### src/rtl/seg7_pkg.sv
// seg7_pkg: shared segment patterns, segment bit positions and scan FSM states
// Contents: SEG_A..SEG_DP bit indices into the 8-bit seg bus, SEG_PAT active-high
//   a..g patterns for hex 0-F (bit 6 = a ... bit 0 = g), state_t scan FSM states.
package seg7_pkg;
   localparam int SEG_A  = 7;
   localparam int SEG_B  = 6;
   localparam int SEG_C  = 5;
   localparam int SEG_D  = 4;
   localparam int SEG_E  = 3;
   localparam int SEG_F  = 2;
   localparam int SEG_G  = 1;
   localparam int SEG_DP = 0;
   localparam logic [6:0] SEG_PAT [16] = '{
      7'h7E, 7'h30, 7'h6D, 7'h79, 7'h33, 7'h5B, 7'h5F, 7'h70,
      7'h7F, 7'h7B, 7'h77, 7'h1F, 7'h4E, 7'h3D, 7'h4F, 7'h47
   };
   typedef enum logic {BLANK, SHOW} state_t;
endpackage

### src/rtl/seg7_hex_decoder.sv
// seg7_hex_decoder: combinational hex nibble to active-high a..g pattern
// Ports: nib (4-bit hex digit in), pat (7-bit pattern out, bit 6 = a ... bit 0 = g).
module seg7_hex_decoder
   import seg7_pkg::*;
(
   input  logic [3:0] nib,
   output logic [6:0] pat
);
   always_comb pat = SEG_PAT[nib];
endmodule

### src/rtl/seg7_scan_driver.sv
// seg7_scan_driver: time-multiplexed N-digit 7-segment scan driver with dead-time
// Ports: clk; rst_n synchronous active-low; load strobes value/dp_in into the pending
//   register; en_mask is a live per-digit enable; seg {a..g,dp} and an are registered
//   pin drives; frame_done pulses on the final cycle of the last slot; update_pending
//   is high while a loaded value waits for the frame boundary.
// Build option: define SEG7_LZ_BLANK_EN to enable leading-zero blanking.
module seg7_scan_driver
   import seg7_pkg::*;
#(
   parameter int DIGITS         = 4,
   parameter int SLOT_CYCLES    = 50000,
   parameter int BLANK_CYCLES   = 16,
   parameter int SEG_ACTIVE_LOW = 1,
   parameter int AN_ACTIVE_LOW  = 1
) (
   input  logic                  clk,
   input  logic                  rst_n,
   input  logic                  load,
   input  logic [4*DIGITS-1:0]   value,
   input  logic [DIGITS-1:0]     dp_in,
   input  logic [DIGITS-1:0]     en_mask,
   output logic [7:0]            seg,
   output logic [DIGITS-1:0]     an,
   output logic                  frame_done,
   output logic                  update_pending
);
   localparam int CW = $clog2(SLOT_CYCLES);
   localparam int IW = (DIGITS > 1) ? $clog2(DIGITS) : 1;
   localparam logic [CW-1:0] SLOT_LAST = CW'(SLOT_CYCLES - 1);
   localparam logic [CW-1:0] BLANK_LAST = CW'(BLANK_CYCLES - 1);
   localparam logic [IW-1:0] DIG_LAST = IW'(DIGITS - 1);
   localparam logic [7:0] SEG_OFF = (SEG_ACTIVE_LOW != 0) ? 8'hFF : 8'h00;
   localparam logic [DIGITS-1:0] AN_OFF = (AN_ACTIVE_LOW != 0) ? '1 : '0;

   state_t                state, state_nxt;
   logic [CW-1:0]         cnt, cnt_nxt;
   logic [IW-1:0]         idx, idx_nxt;
   logic                  slot_end, wrap;
   logic [4*DIGITS-1:0]   pend_val, disp_val;
   logic [DIGITS-1:0]     pend_dp, disp_dp;
   logic [DIGITS-1:0]     vis;
   logic [3:0]            nib;
   logic [6:0]            pat;
   logic                  cur_en, cur_dp, seg_on, an_on;
   logic [7:0]            seg_hi, seg_nxt;
   logic [DIGITS-1:0]     an_sel, an_nxt;

   always_comb begin
      slot_end  = cnt == SLOT_LAST;
      wrap      = slot_end && idx == DIG_LAST;
      cnt_nxt   = slot_end ? '0 : cnt + 1'b1;
      idx_nxt   = wrap ? '0 : slot_end ? idx + 1'b1 : idx;
      state_nxt = (state == BLANK && cnt == BLANK_LAST) ? SHOW :
                  (state == SHOW && slot_end) ? BLANK : state;
   end

   always_ff @(posedge clk) begin
      if (!rst_n) begin
         state <= BLANK;
         cnt   <= '0;
         idx   <= '0;
      end else begin
         state <= state_nxt;
         cnt   <= cnt_nxt;
         idx   <= idx_nxt;
      end
   end

   assign frame_done = wrap;

`ifdef SEG7_LZ_BLANK_EN
   logic nz;
   // Scan from the top digit down: a digit is visible once any nibble at or above it is nonzero.
   always_comb begin
      nz  = 1'b0;
      vis = '0;
      for (int i = DIGITS - 1; i >= 0; i--) begin
         nz     = nz | (disp_val[i*4 +: 4] != 4'h0);
         vis[i] = nz;
      end
      vis[0] = 1'b1;
   end
`else
   always_comb vis = '1;
`endif

   assign nib = disp_val[idx*4 +: 4];

   seg7_hex_decoder u_dec (
      .nib (nib),
      .pat (pat)
   );

   // A blanked digit with its dp set keeps its anode on so the dp alone is shown.
   always_comb begin
      cur_en = en_mask[idx] && state == SHOW;
      cur_dp = disp_dp[idx];
      seg_on = cur_en & vis[idx];
      an_on  = seg_on | (cur_en & cur_dp);
      seg_hi = '0;
      seg_hi[SEG_A]  = seg_on & pat[6];
      seg_hi[SEG_B]  = seg_on & pat[5];
      seg_hi[SEG_C]  = seg_on & pat[4];
      seg_hi[SEG_D]  = seg_on & pat[3];
      seg_hi[SEG_E]  = seg_on & pat[2];
      seg_hi[SEG_F]  = seg_on & pat[1];
      seg_hi[SEG_G]  = seg_on & pat[0];
      seg_hi[SEG_DP] = an_on & cur_dp;
      seg_nxt = (SEG_ACTIVE_LOW != 0) ? ~seg_hi : seg_hi;
      an_sel  = an_on ? DIGITS'(1) << idx : '0;
      an_nxt  = (AN_ACTIVE_LOW != 0) ? ~an_sel : an_sel;
   end

   // The boundary copy reads pending before this cycle's load overwrites it.
   always_ff @(posedge clk) begin
      if (!rst_n) begin
         pend_val       <= '0;
         pend_dp        <= '0;
         disp_val       <= '0;
         disp_dp        <= '0;
         update_pending <= 1'b0;
         seg            <= SEG_OFF;
         an             <= AN_OFF;
      end else begin
         if (load) begin
            pend_val <= value;
            pend_dp  <= dp_in;
         end
         if (wrap && update_pending) begin
            disp_val <= pend_val;
            disp_dp  <= pend_dp;
         end
         update_pending <= load | (update_pending & ~wrap);
         seg            <= seg_nxt;
         an             <= an_nxt;
      end
   end
endmodule

### config.mk
export PLATFORM = sky130hd
export DESIGN_NAME = seg7_scan_driver
export DESIGN_NICKNAME = d
export VERILOG_FILES = /design/src/rtl/seg7_pkg.sv /design/src/rtl/seg7_hex_decoder.sv /design/src/rtl/seg7_scan_driver.sv
export SDC_FILE = /design/constraint.sdc
export NUM_CORES = 1
export LEC_CHECK = 0
export ABC_AREA = 1
export ABC_CLOCK_PERIOD_IN_PS = 4800
export BUFFER_PORTS_ARGS = -buffer_cell sky130_fd_sc_hd__clkbuf_2
export CAP_MARGIN = 10
export CELL_PAD_IN_SITES_DETAIL_PLACEMENT = 1
export CELL_PAD_IN_SITES_GLOBAL_PLACEMENT = 1
export CORE_MARGIN = 3
export CORE_UTILIZATION = 46
export CTS_BUF_LIST = sky130_fd_sc_hd__clkbuf_4 sky130_fd_sc_hd__clkbuf_8
export CTS_CLUSTER_SIZE = 16
export DETAILED_ROUTE_END_ITERATION = 10
export PLACE_DENSITY = 0.89
export RECOVER_POWER = 25
export SYNTH_ARGS = -nofsm -noshare
export SYNTH_HDL_FRONTEND = slang
export SYNTH_SLANG_ARGS = --single-unit
### constraint.sdc
create_clock -name clk -period 4.8 [get_ports clk]
set_input_delay 0.24 -clock clk [delete_from_list [all_inputs] [get_ports clk]]
set_output_delay 0.24 -clock clk [all_outputs]
set_load 0.01 [all_outputs]
* Word-level counts from Yosys, hierarchy flattened *
Memory sizes are Yosys's and may differ from the RTL's.
Cells that the tools add are included.

storage, ports and cells
  register bits after elaboration = 72
  memories = 1
  bits in read-only memories = 112
  output and inout port bits = 14
  logic and storage cells = 58
  bits of input ports = 27

memories
  name             depth  bits a word  read ports  clocked after memory_dff  write ports  line                   source
  (no name shown)  16     7            1           0                         0            seg7_hex_decoder.sv:9  always_comb pat = SEG_PAT[nib];

operators by class
  magnitude comparators = 2
  mux-type cells = 11
  reduce and logical (&&, ||, !) cells = 8
  add/sub/neg operators = 2
  bitwise gates (word level) = 19
  shifts and indexed selects = 2
  eq/ne operators = 3

operators with widths
  cell                                                                           number
  16-bit by 1-bit adder with 16-bit output (second input constant)               1
  16-bit == test (second input constant)                                         1
  16-bit by 4-bit == test with 1-bit output (second input constant)              1
  16-bit by 5-bit indexed part select with 4-bit output                          1
  7-bit two-way mux                                                              2
  1-bit bitwise AND                                                              11
  8-bit NOT                                                                      1
  1-bit binary-select mux with 2-bit select                                      3
  5-bit >= comparator (second input constant)                                    1
  1-bit logical AND                                                              5
  1-bit two-way mux                                                              5
  4-bit NOT with 5-bit output                                                    1
  4-bit two-way mux                                                              1
  4-bit NOT                                                                      1
  2-bit OR reduction                                                             2
  1-bit by 2-bit << shifter with 4-bit output (first input constant)             1
  2-bit by 3-bit less-than comparator with 1-bit output (second input constant)  1
  1-bit NOT                                                                      3
  2-bit by 1-bit adder with 2-bit output (second input constant)                 1
  2-bit == test (second input constant)                                          1
  1-bit OR                                                                       2
  2-bit nonzero test                                                             1

* Logic depth before layout (Yosys ltp) *
  depth after elaboration = 7
  mapped depth = 11
  depth with buffers taken out = 10

* Cells and area by module *
From an unflattened synthesis, not the netlist that was laid out.

second synthesis, totals
  cells, all modules = 458
  area, all modules = 3238.1 µm²

modules (own cells, without submodules)
  module            instances  cells each  seq. area each (µm²)  area each (µm²)
  seg7_scan_driver  1          406         1441.4                2967.8
  seg7_hex_decoder  1          52          0.0                   270.3

* Least setup slack after synthesis *
OpenSTA, ideal clock, no wires.

  path kind = reg2reg
  start = register idx[0]
  end = register seg[7]
  setup time = 127 ps
  data required time = 4673 ps
  path slack = 3137 ps
  data arrival time = 1537 ps
  stages on the path, launching flop included = 12
  period minus slack after synthesis = 1663 ps
  path buffers = 1
  cells stage by stage = dfxtp_1 > inv_2 > buf_2 > nand2_1 > nand3_1 > nand2_1 > inv_1 > ha_1 > inv_1 > nor2_1 > a21oi_1 > nand3_1

on the way
  longest elaborated chain between the ends = 7
  elaborated cells on any way between the ends = 13
  those cells by class = 1 x shift; 6 x mux; 4 x bitwise; 1 x reduce/logical; 1 x memory

RTL lines
  element                                                line                     source
  start, declared                                        seg7_scan_driver.sv:37   logic [IW-1:0] idx, idx_nxt;
  start signal, assigned                                 seg7_scan_driver.sv:65   idx <= idx_nxt;
  16-bit by 5-bit indexed part select with 4-bit output  seg7_scan_driver.sv:87   assign nib = disp_val[idx*4 +: 4];
  4-bit NOT with 5-bit output (implied by the code)      seg7_hex_decoder.sv:9
  memory read 16 x 7 bit                                 -
  7-bit two-way mux (implied by the code) (2 in series)  seg7_hex_decoder.sv:9
  1-bit bitwise AND (*)                                  seg7_scan_driver.sv:101  seg_hi[SEG_A] = seg_on & pat[6];
  8-bit NOT (*)                                          seg7_scan_driver.sv:109  seg_nxt = (SEG_ACTIVE_LOW != 0) ? ~seg_hi : seg_hi;
  end signal, assigned                                   seg7_scan_driver.sv:134  seg <= seg_nxt;
  end, declared                                          seg7_scan_driver.sv:22   output logic [7:0] seg,

Mark *: on every way between the ends. The rest lies on a longest branch, timed or not. The select of a mux whose other input is x is not followed.
A chain may end at the register's enable or synchronous reset.

* Final worst setup path *
Ends and elaborated chain as after synthesis.

==> flow_summary.yaml <==
outcome:
  status: "completed"
worst_setup_path:
  worst_ep_arrival_time_ps: 2460
  setup.worst_path.end: "seg[7]$_SDFF_PN1_"
  worstReg2RegStart: "idx[0]$_SDFFE_PP0P_"
  reg2reg_depth: 10
  timing.rr.end: "seg[7]$_SDFF_PN1_"
  path_max_fanout: 17
  crit_chain: "inv_2, nand2_1, nand3_1, nand2_1, inv_1, ha_1, inv_1, nor2_1, a21oi_1, nand3_1"
  critPathMaxStageDelay_ps: 690
  cpMaxStageDelayCell: "dfxtp_1"
  startpoint_type: "flop"
  r2r_slack_ps: 2570
  critPathCaptureType: "flop"
  path_class: "reg2reg"
  crit_start: "idx[0]$_SDFFE_PP0P_"
  worstPathRequired_ps: 5030
global_route:
  grt_pass1_wl_mm: 13.2
  overflow: 0
  grt_pass1_vias: 2869
  track_usage: 0.213
  grt_max_degree: 47
  antenna_found_initial: 0
timing:
  period_needed_ps: 2230
  rsz0062_at_grt: "false"
  max_freq_mhz: 448
  finClkSkew_ps: 9.47
  fin_crit_sh: 0.465
  fin_setup_tns_ps: 0
  relSlewSlack: 0.436
  setup_viol: 0
  tightest_slew_ps: 846
  final-max-slew-violation-count: 0
  hold_violations: 0
synthesis:
  yosysTopAreaCell: "dfxtp_1"
  synth_edf_count: 0
  synthMuxAreaShare: 0
  ys_warn_count: 0
  yosys.cell_count.top_type: "nand2_1"
  synth_compound_area_frac: 0.0621
  synth_area_leaders: "dfxtp_1 45%, nand2_1 13%, nor2_1 12%"
  synth_cell_type_count: 28
  ys_async_sr_fraction: 0
  synth_top_family_by_area: "simple AND/OR/NAND/NOR gates"
  synthAdderAreaFrac: 0.0430
  syn_avg_cell_area_um2: 7.09
  syn_nets: 490
  syn_inst: 452
  synth-seq-area-share: 0.450
  synth_xor_xnor_area_share: 0.0191
  ys_ff_latch: 72
  ys_top_cells_by_count: "108 x nand2_1, 105 x nor2_1, 72 x dfxtp_1"
  synth-simple-area-share: 0.347
  ys.flop_type: "dfxtp_1"
  syn-cell-area_um2: 3200
  synth_top_area_frac: 0.450
placement:
  port_buffers: 40
  dp_hpwl_mm: 5.48
  gp_congestion: 0.826
floorplanning:
  start_util: 0.491
  die_x_um: 89.5
  io_pins: 41
  core_um2: 6530
  rows: 29
  die_y_um: 89.5
  dieArea_um2: 8000
worst_hold_path:
  worst_hold_path_type: "in2reg"
  min_path_cells: 3
clock_tree:
  cts_tree: "done"
  clk_latency_ps: 360
  path_clk_slew_ps: 80
  clockRootBuffer: "clkbuf_8"
  numCtsBuffers: 9
  cts_buffer_depth: 2
  ctsResizeCount: 0
  cts_sinks: 72
  postCtsSetupBuffers: 0
  hold_buffers: 0
  htree_num_levels: 3
route:
  postRouteAntennaNets: 0
  route.detailed.drc: 0
  routedWlPerCell_um: 13.7
  first_iter_violations: 59
  via_per_inst: 5.07
  vias: 2873
  wl_mm: 7.79
  first_pass_iters: 4
cells_and_area:
  fin_nets: 523
  fin_util: 0.555
  antennaDiodeCount: 0
  layout-drive-gt1-share: 0.122
  areaGrowthSynthToFinish_pct: 13.0
power_and_ir_drop:
  powerDensity_nw_per_um2: 337
  p_leak_nw: 1.69
  peakVddDrop_uv: 187
flow_run:
  max-cap-violations: 0
metal layers:
| layer | share of wire | global-route usage | wire length (µm) |
|---|---|---|---|
| met1 | 0.44 | 0.240 | 3400 |
| met2 | 0.51 | 0.382 | 3980 |
| met3 | 0.033 | 0.0599 | 260 |
| met4 | 0.019 | 0.0771 | 147 |
| met5 | 0 | 0 | 0 |
where the power goes:
part           internal, mW  switching [mW]
Sequential            0.611         0.00844
Combinational        0.0171          0.0259
Clock                 0.328           0.229
worst max-delay path, delay by kind of cell, from the launching register on:
family | cells | cell delay [ps]
DFF | 1 | 690
and+or+nand+nor | 5 | 530
AOI/OAI and AO/OA | 1 | 180
buffers and inverters | 3 | 460
adders and majority gates | 1 | 250
worst min path at each step:
stage	from	to	slack, ps
after floorplan	dp_in[0]	pend_dp[0]$_SDFFE_PN0P_	370
after global placement	cnt[0]$_SDFF_PP0_	cnt[0]$_SDFF_PP0_	430
after detailed placement	cnt[0]$_SDFF_PP0_	cnt[0]$_SDFF_PP0_	450
after CTS	value[10]	pend_val[10]$_SDFFE_PN0P_	90
after global routing	value[10]	pend_val[10]$_SDFFE_PN0P_	100
final	value[10]	pend_val[10]$_SDFFE_PN0P_	100
cells in the final DEF (no fill, tap or decap), drive strengths merged:
cell type / Yosys / layout
a21oi: 8 / 8
bufinv: 0 / 2
clkbuf: 7 / 52
clkinv: 0 / 1
clkinvlp: 0 / 1
dfxtp: 72 / 72
ha: 11 / 11
inv: 41 / 41
nand2: 113 / 113
nand3: 30 / 30
nand3b: 1 / 1
nand4: 6 / 6
nor2: 107 / 107
nor3: 4 / 4
nor3b: 2 / 2
nor4: 1 / 1
o211ai: 2 / 2
o21ai: 27 / 27
o221ai: 1 / 1
or2: 1 / 1
xnor2: 2 / 2
xor2: 5 / 5
area by class of cell:
| class | count | area, µm² |
|---|---|---|
| fillers | 862 | 2910 |
| multi-input cells | 321 | 1510 |
| flip-flops and latches | 72 | 1440 |
| repair buffers | 40 | 186 |
| clock buffers | 12 | 159 |
| inverters | 41 | 154 |
| well taps | 77 | 96.3 |
| clock inverters | 4 | 76.3 |
cell families (layout without fill, tap and decap cells):
family / count (synthesis) / in the layout
AND/OR/NAND/NOR: 265 / 265
adder cells (fa/ha/maj): 11 / 11
AO/OA/AOI/OAI: 38 / 38
flip-flops: 72 / 72
buffers and inverters: 59 / 97
XOR/XNOR: 7 / 7
sequential cells by signal, indices dropped and copies added, names as in the netlist:
name            cells
an                  4
cnt                16
disp_dp             4
disp_val           16
idx                 2
pend_dp             4
pend_val           16
seg                 8
state               1
update_pending      1
through the flow:
step	total power [mW]	hold WS, ps	instances	worst slack, ps	area (µm²)
floorplan	0.659	375	452	3140	3200
global placement	0.676	433	551	2820	3400
detailed placement	0.677	446	551	2640	3400
CTS	1.23	93.4	567	2570	3640
global route	1.27	101	567	2290	3620
finish	1.22	102	567	2570	3620
Note: power is estimated with default switching activity, not from simulation.
